**src/rtl/mul_pipe_unit.sv**
```systemverilog
// Three-stage RISC-V M-extension multiply execute unit (MUL/MULH/MULHSU/MULHU).
// Operands are reduced to magnitudes, multiplied unsigned, then the sign is reapplied.

module Wallace_multiplier_64 (
  input  logic [31:0] a,
  input  logic [31:0] b,
  input  logic        sign,
  output logic [63:0] product
);

  localparam int ROWS = 34;

  logic [63:0] rows [ROWS];

  // Rows 32/33 subtract the weight of the operand sign bits when sign=1.
  always_comb begin
    for (int i = 0; i < 32; i++) begin
      rows[i] = b[i] ? ({32'd0, a} << i) : 64'd0;
    end
    rows[32] = (sign && a[31]) ? (64'd0 - {b, 32'd0}) : 64'd0;
    rows[33] = (sign && b[31]) ? (64'd0 - {a, 32'd0}) : 64'd0;
  end

  // Carry-save reduction: groups of three rows collapse to two per level.
  always_comb begin
    logic [63:0] w  [ROWS];
    logic [63:0] nw [ROWS];
    int n;
    int m;
    int k;
    for (int i = 0; i < ROWS; i++) begin
      w[i]  = rows[i];
      nw[i] = 64'd0;
    end
    n = ROWS;
    m = 0;
    k = 0;
    for (int lvl = 0; lvl < 9; lvl++) begin
      if (n > 2) begin
        for (int i = 0; i < ROWS; i++) begin
          nw[i] = 64'd0;
        end
        m = 0;
        for (int g = 0; g < 12; g++) begin
          if (3 * g + 2 < n) begin
            nw[m]     = w[3*g] ^ w[3*g+1] ^ w[3*g+2];
            nw[m + 1] = ((w[3*g] & w[3*g+1]) | (w[3*g] & w[3*g+2]) |
                         (w[3*g+1] & w[3*g+2])) << 1;
            m = m + 2;
          end
        end
        k = (n / 3) * 3;
        for (int i = 0; i < ROWS; i++) begin
          if (i >= k && i < n) begin
            nw[m] = w[i];
            m = m + 1;
          end
        end
        for (int i = 0; i < ROWS; i++) begin
          w[i] = nw[i];
        end
        n = m;
      end
    end
    product = w[0] + w[1];
  end

endmodule

module mul_pipe_unit #(
  parameter int TAG_W = 5
) (
  input  logic             clk,
  input  logic             rst_n,
  input  logic             in_valid,
  output logic             in_ready,
  input  logic [1:0]       in_op,
  input  logic [31:0]      in_rs1,
  input  logic [31:0]      in_rs2,
  input  logic [TAG_W-1:0] in_tag,
  input  logic             flush,
  output logic             out_valid,
  input  logic             out_ready,
  output logic [31:0]      out_result,
  output logic [TAG_W-1:0] out_tag,
  output logic             busy
);

  localparam int DATA_W = 32;
  localparam logic [1:0] OP_MUL    = 2'b00;
  localparam logic [1:0] OP_MULH   = 2'b01;
  localparam logic [1:0] OP_MULHU  = 2'b11;

  // 0x80000000 negates to itself, which is already the correct unsigned magnitude.
  function automatic logic [DATA_W-1:0] magnitude(input logic signed [DATA_W-1:0] v,
                                                  input logic is_signed);
    if (is_signed && v[DATA_W-1]) return $unsigned(-v);
    return $unsigned(v);
  endfunction

  function automatic logic [DATA_W-1:0] sign_select(input logic [2*DATA_W-1:0] prod,
                                                    input logic neg,
                                                    input logic [1:0] op);
    logic signed [2*DATA_W-1:0] s;
    s = neg ? -$signed(prod) : $signed(prod);
    if (op == OP_MUL) return s[DATA_W-1:0];
    return s[2*DATA_W-1:DATA_W];
  endfunction

  logic signed [DATA_W-1:0] rs1_s, rs2_s;
  logic                     sgn1, sgn2, neg_c;
  logic                     adv, accept;

  logic                     vld_p0, vld_p1, vld_p2;
  logic [1:0]               op_p0, op_p1;
  logic                     neg_p0, neg_p1;
  logic [TAG_W-1:0]         tag_p0, tag_p1, tag_p2;
  logic [DATA_W-1:0]        mag1_p0, mag2_p0;
  logic [2*DATA_W-1:0]      prod_c, prod_p1;
  logic [DATA_W-1:0]        res_p2;

  assign rs1_s  = in_rs1;
  assign rs2_s  = in_rs2;
  assign sgn1   = (in_op != OP_MULHU);
  assign sgn2   = (in_op == OP_MUL) || (in_op == OP_MULH);
  assign neg_c  = (rs1_s[DATA_W-1] & sgn1) ^ (rs2_s[DATA_W-1] & sgn2);

  assign adv    = !vld_p2 || out_ready;
  assign accept = in_valid && adv && !flush;

  assign in_ready   = adv;
  assign out_valid  = vld_p2;
  assign out_result = res_p2;
  assign out_tag    = tag_p2;
  assign busy       = vld_p0 | vld_p1 | vld_p2;

  Wallace_multiplier_64 u_mul (
    .a       (mag1_p0),
    .b       (mag2_p0),
    .sign    (1'b0),
    .product (prod_c)
  );

  // Valid bits and the visible output word; flush wins over accept and out_ready.
  always_ff @(posedge clk or negedge rst_n) begin
    if (!rst_n) begin
      vld_p0 <= 1'b0;
      vld_p1 <= 1'b0;
      vld_p2 <= 1'b0;
      res_p2 <= '0;
      tag_p2 <= '0;
    end else begin
      if (flush) begin
        vld_p0 <= 1'b0;
        vld_p1 <= 1'b0;
        vld_p2 <= 1'b0;
      end else if (adv) begin
        vld_p0 <= accept;
        vld_p1 <= vld_p0;
        vld_p2 <= vld_p1;
      end
      // S1 -> S2: reapply sign and pick the word
      if (adv && vld_p1) begin
        res_p2 <= sign_select(prod_p1, neg_p1, op_p1);
        tag_p2 <= tag_p1;
      end
    end
  end

  // S0 capture and S0 -> S1 product register
  always_ff @(posedge clk) begin
    if (accept) begin
      op_p0   <= in_op;
      neg_p0  <= neg_c;
      tag_p0  <= in_tag;
      mag1_p0 <= magnitude(rs1_s, sgn1);
      mag2_p0 <= magnitude(rs2_s, sgn2);
    end
    if (adv && vld_p0) begin
      op_p1   <= op_p0;
      neg_p1  <= neg_p0;
      tag_p1  <= tag_p0;
      prod_p1 <= prod_c;
    end
  end

  a_hold: assert property (@(posedge clk) disable iff (!rst_n)
    (vld_p2 && !out_ready && !flush) |=> (vld_p2 && $stable(res_p2) && $stable(tag_p2)));

  a_flush: assert property (@(posedge clk) disable iff (!rst_n)
    flush |=> !busy);

endmodule

```
**config.mk**
```make
export PLATFORM = sky130hd
export DESIGN_NAME = mul_pipe_unit
export DESIGN_NICKNAME = d
export VERILOG_FILES = /design/src/rtl/mul_pipe_unit.sv
export SDC_FILE = /design/constraint.sdc
export NUM_CORES = 2
export LEC_CHECK = 0
export ABC_CLOCK_PERIOD_IN_PS = 18300
export CELL_PAD_IN_SITES_DETAIL_PLACEMENT = 1
export CELL_PAD_IN_SITES_GLOBAL_PLACEMENT = 2
export CORE_ASPECT_RATIO = 0.9
export CORE_MARGIN = 4
export CORE_UTILIZATION = 30
export CTS_BUF_LIST = sky130_fd_sc_hd__clkbuf_8
export DETAILED_ROUTE_END_ITERATION = 16
export PLACE_DENSITY_LB_ADDON = 0.1
export REMOVE_ABC_BUFFERS = 1
export SLEW_MARGIN = 30
export SYNTH_ARGS = -nofsm -noshare
export SYNTH_HDL_FRONTEND = slang
export SYNTH_HIERARCHICAL = 1
export SYNTH_SLANG_ARGS = --single-unit
```
**constraint.sdc**
```tcl
create_clock -name clk -period 18.3 [get_ports clk]
set_input_delay 4.575 -clock clk [delete_from_list [all_inputs] [get_ports clk]]
set_output_delay 4.575 -clock clk [all_outputs]
set_load 0.02 [all_outputs]
```
**After elaboration in Yosys (flattened, before gate mapping)**

Cells that the tools add are included.

- Bits in registers: 184
- Latch bits: 0
- Bits in writable memories: 0
- ROM bits: 0
- Input port bits: 76
- Output and inout bits: 40
- Logic and storage cells: 303
- Memories: 0

- Add/subtract/negate cells: 4
- Multipliers: 0
- Divide/modulo/power cells: 0
- Magnitude comparators: 0
- Equality and inequality tests: 2
- Shift-type cells: 0
- Muxes and demuxes: 51
- Bitwise operators: 219
- Reductions and logical operators: 13

Operators with widths:

| operator | count |
|---|---|
| $and A63 B63 Y63 | 88 |
| $or A63 B63 Y63 | 59 |
| $xor A64 B64 Y64 | 50 |
| $mux W32 | 7 |
| $add A64 B64 Y64 | 1 |
| $mux W64 | 1 |
| $neg A32 Y32 | 2 |
| $neg A64 Y64 | 1 |
| $xor A64 B34 Y64 | 1 |
| $xor A64 B37 Y64 | 1 |
| $xor A64 B40 Y64 | 1 |
| $xor A64 B43 Y64 | 1 |
| $xor A64 B46 Y64 | 1 |
| $xor A64 B49 Y64 | 1 |
| $xor A64 B52 Y64 | 1 |
| $xor A64 B55 Y64 | 1 |
| $xor A64 B58 Y64 | 1 |
| $xor A64 B61 Y64 | 1 |
| $xor A64 B63 Y64 | 1 |
| $and A62 B63 Y63 | 1 |
| $mux W63 | 1 |
| $or A63 B61 Y63 | 1 |
| $xor A62 B63 Y63 | 1 |
| $mux W62 | 1 |
| 43 further kinds | 64 |

**Depth between registers and ports, before layout**

- Depth after elaboration: 26
- Gate-level depth with buffers: 33
- Gate-level depth less buffers: 32

**Hierarchy**

Netlist, hierarchy kept.

By module, submodules not included:

| module | times used | cells each | area an instance (µm²) | seq. area each (µm²) |
|---|---|---|---|---|
| Wallace_multiplier_64 | 1 | 3906 | 35507.8 | 0.0 |
| mul_pipe_unit | 1 | 768 | 8949.8 | 5325.1 |

**Worst setup path after synthesis**

OpenSTA, ideal clock, no wires.

- Path type: input -> register
- From: input out_ready
- To: register mag1_p0[0], enable pin
- Library setup time: 607 ps
- Arrival time: 9901 ps
- Data required time: 17693 ps
- Setup slack: 7793 ps
- Stages: 2
- Buffers on the path: 0
- Cell sequence: nor2b_1 > nor3b_1

- Word-level cells in the longest chain between the ends: 3

RTL lines:

| element | line | text |
|---|---|---|
| start, declared | 83 | `input logic out_ready,` |
| $logic_or A1 B1 Y1 | 128 | `assign adv = !vld_p2 \|\| out_ready;` |
| $logic_and A1 B1 Y1 (2 in series) | 129 | `assign accept = in_valid && adv && !flush;` |
| named net accept | 112 | `logic adv, accept;` |
| end signal, assigned | 176 | `mag1_p0 <= magnitude(rs1_s, sgn1);` |
| end, declared | 118 | `logic [DATA_W-1:0] mag1_p0, mag2_p0;` |

The timed path passes the listed nets, and every way through them passes these cells.
A chain may end at the register's enable or synchronous reset.

**Worst setup path in the final report**

- From: input out_ready
- To: output in_ready

- Word-level cells in the longest chain between the ends: 1

RTL lines:

| element | line | text |
|---|---|---|
| $logic_or A1 B1 Y1 | 128 |  |
| end, declared | 76 | `output logic in_ready,` |

Every way passes these cells.

==> impl_metrics.toml <==
[floorplanning]
fp.dieW_um = 413.8
die_y_um = 373.2
start_util_pct = 30.32
die_area_sq_mm = 0.1544
coreArea_sq_mm = 0.1466
ioPinCount = 116
num_rows = 133

[final_layout]
regArea_sq_mm = 0.005325
layout_commonest_cell = "fa_1"
drive_above_1_share_pct = 3.403
multi_input_area_sq_mm = 0.03480
finalNetCount = 5870
fillCellCount = 16680
final_area_sq_mm = 0.04801
syn2layout_area_growth_pct = 7.993
layout_common_cells = "fa_1 (966), inv_1 (866), and2_1 (659), nand2_1 (489), ha_1 (228)"

[drt]
routed_wl_um = 151000
drcViolationCount = 0
avgRoutedWirePerCell_um = 22.96
vias = 31320
drt_iter0_drc = 1531
ant_nets = 0
drt_pass1_iterations = 5
viasPerCell = 4.763

[logic_synthesis]
yosysSeqAreaShare_pct = 11.98
ys_seq_elements = 184
synthFlopType = "edfxtp_1"
synth_top_area_share_pct = 43.50
synth_edf_count = 144
syn-mean-instance-area_sq_um = 9.512
synth.distinct_cells = 82
yosysTopAreaCell = "fa_1"
synth_area_sq_mm = 0.04446
synth.top_cells.by_area = "fa_1 (43%), edfxtp_1 (9.7%), and2_1 (9.3%)"
synth_cells = 4674
synthArstFlopShare_pct = 21.74
yosysWarnings = 6

[setup_path]
startpoint = "out_ready"
crit_buf_inv = 3
critPathMaxFanout = 5
crit_chain = "clkdlybuf4s50_1 > nor2b_1 > inv_1 > clkdlybuf4s50_1"
worstSetupPathType = "input pin to output pin"
worstPathRequired_ns = 13.73
rr_endpoint = "prod_p1[60]"
cpMostUsedCell = "clkdlybuf4s50_1"
r2r_slack_ns = 9.62
critical_path.slowest_cell = "clkdlybuf4s50_1"
cpLargestDelayFamily = "buffers and inverters"
slowest_delay_ns = 0.57
worstSetupStartpointType = "input pin"
r2r_cells = 22
crit_path_end_kind = "output pin"
crit_cells = 4
crit-reg2reg-launch = "mag1_p0[25]"
cp.arrival_ns = 6.04
crit_end = "in_ready"

[sta]
fin_crit_ns = 10.61
slew_violations = 0
worst_slack_ns = 7.686
tightest_slew_ns = 1.484
rsz0062_at_grt = "no"
final.setup.tns_ns = 0
slew_headroom_pct = 1.096
fmax_mhz = 94.22
hold_viol = 0
fin_worst_skew_ns = 0.03791
holdWs_ns = 0.4413
setup_violations = 0
fin_crit_sh_pct = 58.00

[clock_network]
cts-buffers-inserted = 17
cts_hold_buf = 0
cts_root_buf = "clkbuf_8"
path_clk_slew_ns = 0.12
post_cts_resized = 0
clkLatencyLatePin_ns = 0.62
cts_tree = "yes"
post-cts-setup-buffer-count = 0
clock-sinks = 184
h-tree-depth = 4
clockBufferDepth = 2

[global_route]
grt_pass1_wl_um = 233400
grtUsageMet3_pct = 1.940
grt-ovfl-total = 0
busiest_layer = "met2"
grt_max_degree = 64
grt_antenna_before_repair = 10
track_usage_pct = 20.16
met1_usage_pct = 30.01
grt_use_met2_pct = 32.31
grt_pass1_vias = 35950

[outcome]
status = "finished, final reports clean"

[run]
max-cap-violations = 0

[place]
post_dp_cell_area_sq_mm = 0.04757
gp_congestion = 0.7857
io_buffers = 115
dp_slack_ns = 7.674
hpwl_um = 116900

[min_path]
hp-class = "flop to flop"
==> synthesized netlist by cell type (6+ instances only) <==
cell,n
a2111oi_0,6
or2_2,14
o211ai_1,7
o31ai_1,33
o21a_1,11
nor4_1,29
nor2_1,128
edfxtp_1,144
a31oi_1,15
nor3_1,54
nor2b_1,11
and3_1,19
o21bai_1,11
a22oi_1,15
nand3_1,35
xnor2_1,106
buf_1,14
clkbuf_1,270
or4_1,20
dfrtp_1,40
a21oi_1,91
mux2i_1,8
a21o_1,17
a211oi_1,13
o41ai_1,18
o21ai_0,82
o22ai_1,9
and2_1,660
fa_1,966
or4_4,8
nand4_1,18
or3_1,34
nand2b_1,16
inv_1,866
ha_1,228
xor2_1,86
nand2_1,490
o221ai_1,6
==> cell type report <==
cell class                 count  share of cell area, %
multi-input combinational   3338                  72.48
sequential                   184                  11.09
inverter                     866                  6.771
tap                         1957                  5.100
timing repair buffer         193                  3.633
clock buffer                  17                 0.4873
clock inverter                15                 0.4144
antenna                        4                0.02085
==> sequential cells by signal, indices dropped and copies added (netlist names) <==
| signal | cells |
|---|---|
| vld_p0 | 1 |
| tag_p1 | 5 |
| op_p1 | 2 |
| mag1_p0 | 32 |
| vld_p1 | 1 |
| mag2_p0 | 32 |
| out_valid | 1 |
| op_p0 | 2 |
| neg_p0 | 1 |
| out_result | 32 |
| prod_p1 | 64 |
| out_tag | 5 |
| tag_p0 | 5 |
| neg_p1 | 1 |
==> per-stage QoR <==
stage          instances  util (%)
5_1_grt             6571     32.74
2_1_floorplan       4388         -
3_5_place_dp        6538     32.45
3_3_place_gp        6537     32.43
6_report            6574     32.75
4_1_cts             6570     32.74
==> worst min-delay path by stage <==
stage | startpoint | to | depth (start not counted)
global route | tag_p0[0] | tag_p1[0] | 0
global placement | tag_p0[2] | tag_p1[2] | 0
CTS | tag_p0[2] | tag_p1[2] | 0
detailed placement | tag_p0[2] | tag_p1[2] | 0
floorplan | neg_p0 | neg_p1 | 0
finish | tag_p0[3] | tag_p1[3] | 0
==> metal layers <==
| metal | wire length [um] | part of all wire [%] | vias up |
|---|---|---|---|
| li1 | - | - | 14080 |
| met1 | 75070 | 50 | 16770 |
| met2 | 69280 | 46 | 377 |
| met3 | 4303 | 2.9 | 86 |
| met4 | 2290 | 1.5 | 2 |
| met5 | 13 | 0.0086 | - |
==> logic make-up after synthesis <==
kind of cell,share of synthesized area [%]
muxes,0.2055
xor gates and xnor gates,3.782
other,0.008435
adders and majority gates,49.92
DFF,11.98
AOI/OAI and AO/OA,5.511
buffers and inverters,9.816
and+or+nand+nor,18.78
Power is not shown: default switching activity piles up to over one toggle a cycle in this logic, so the estimate is an artifact.
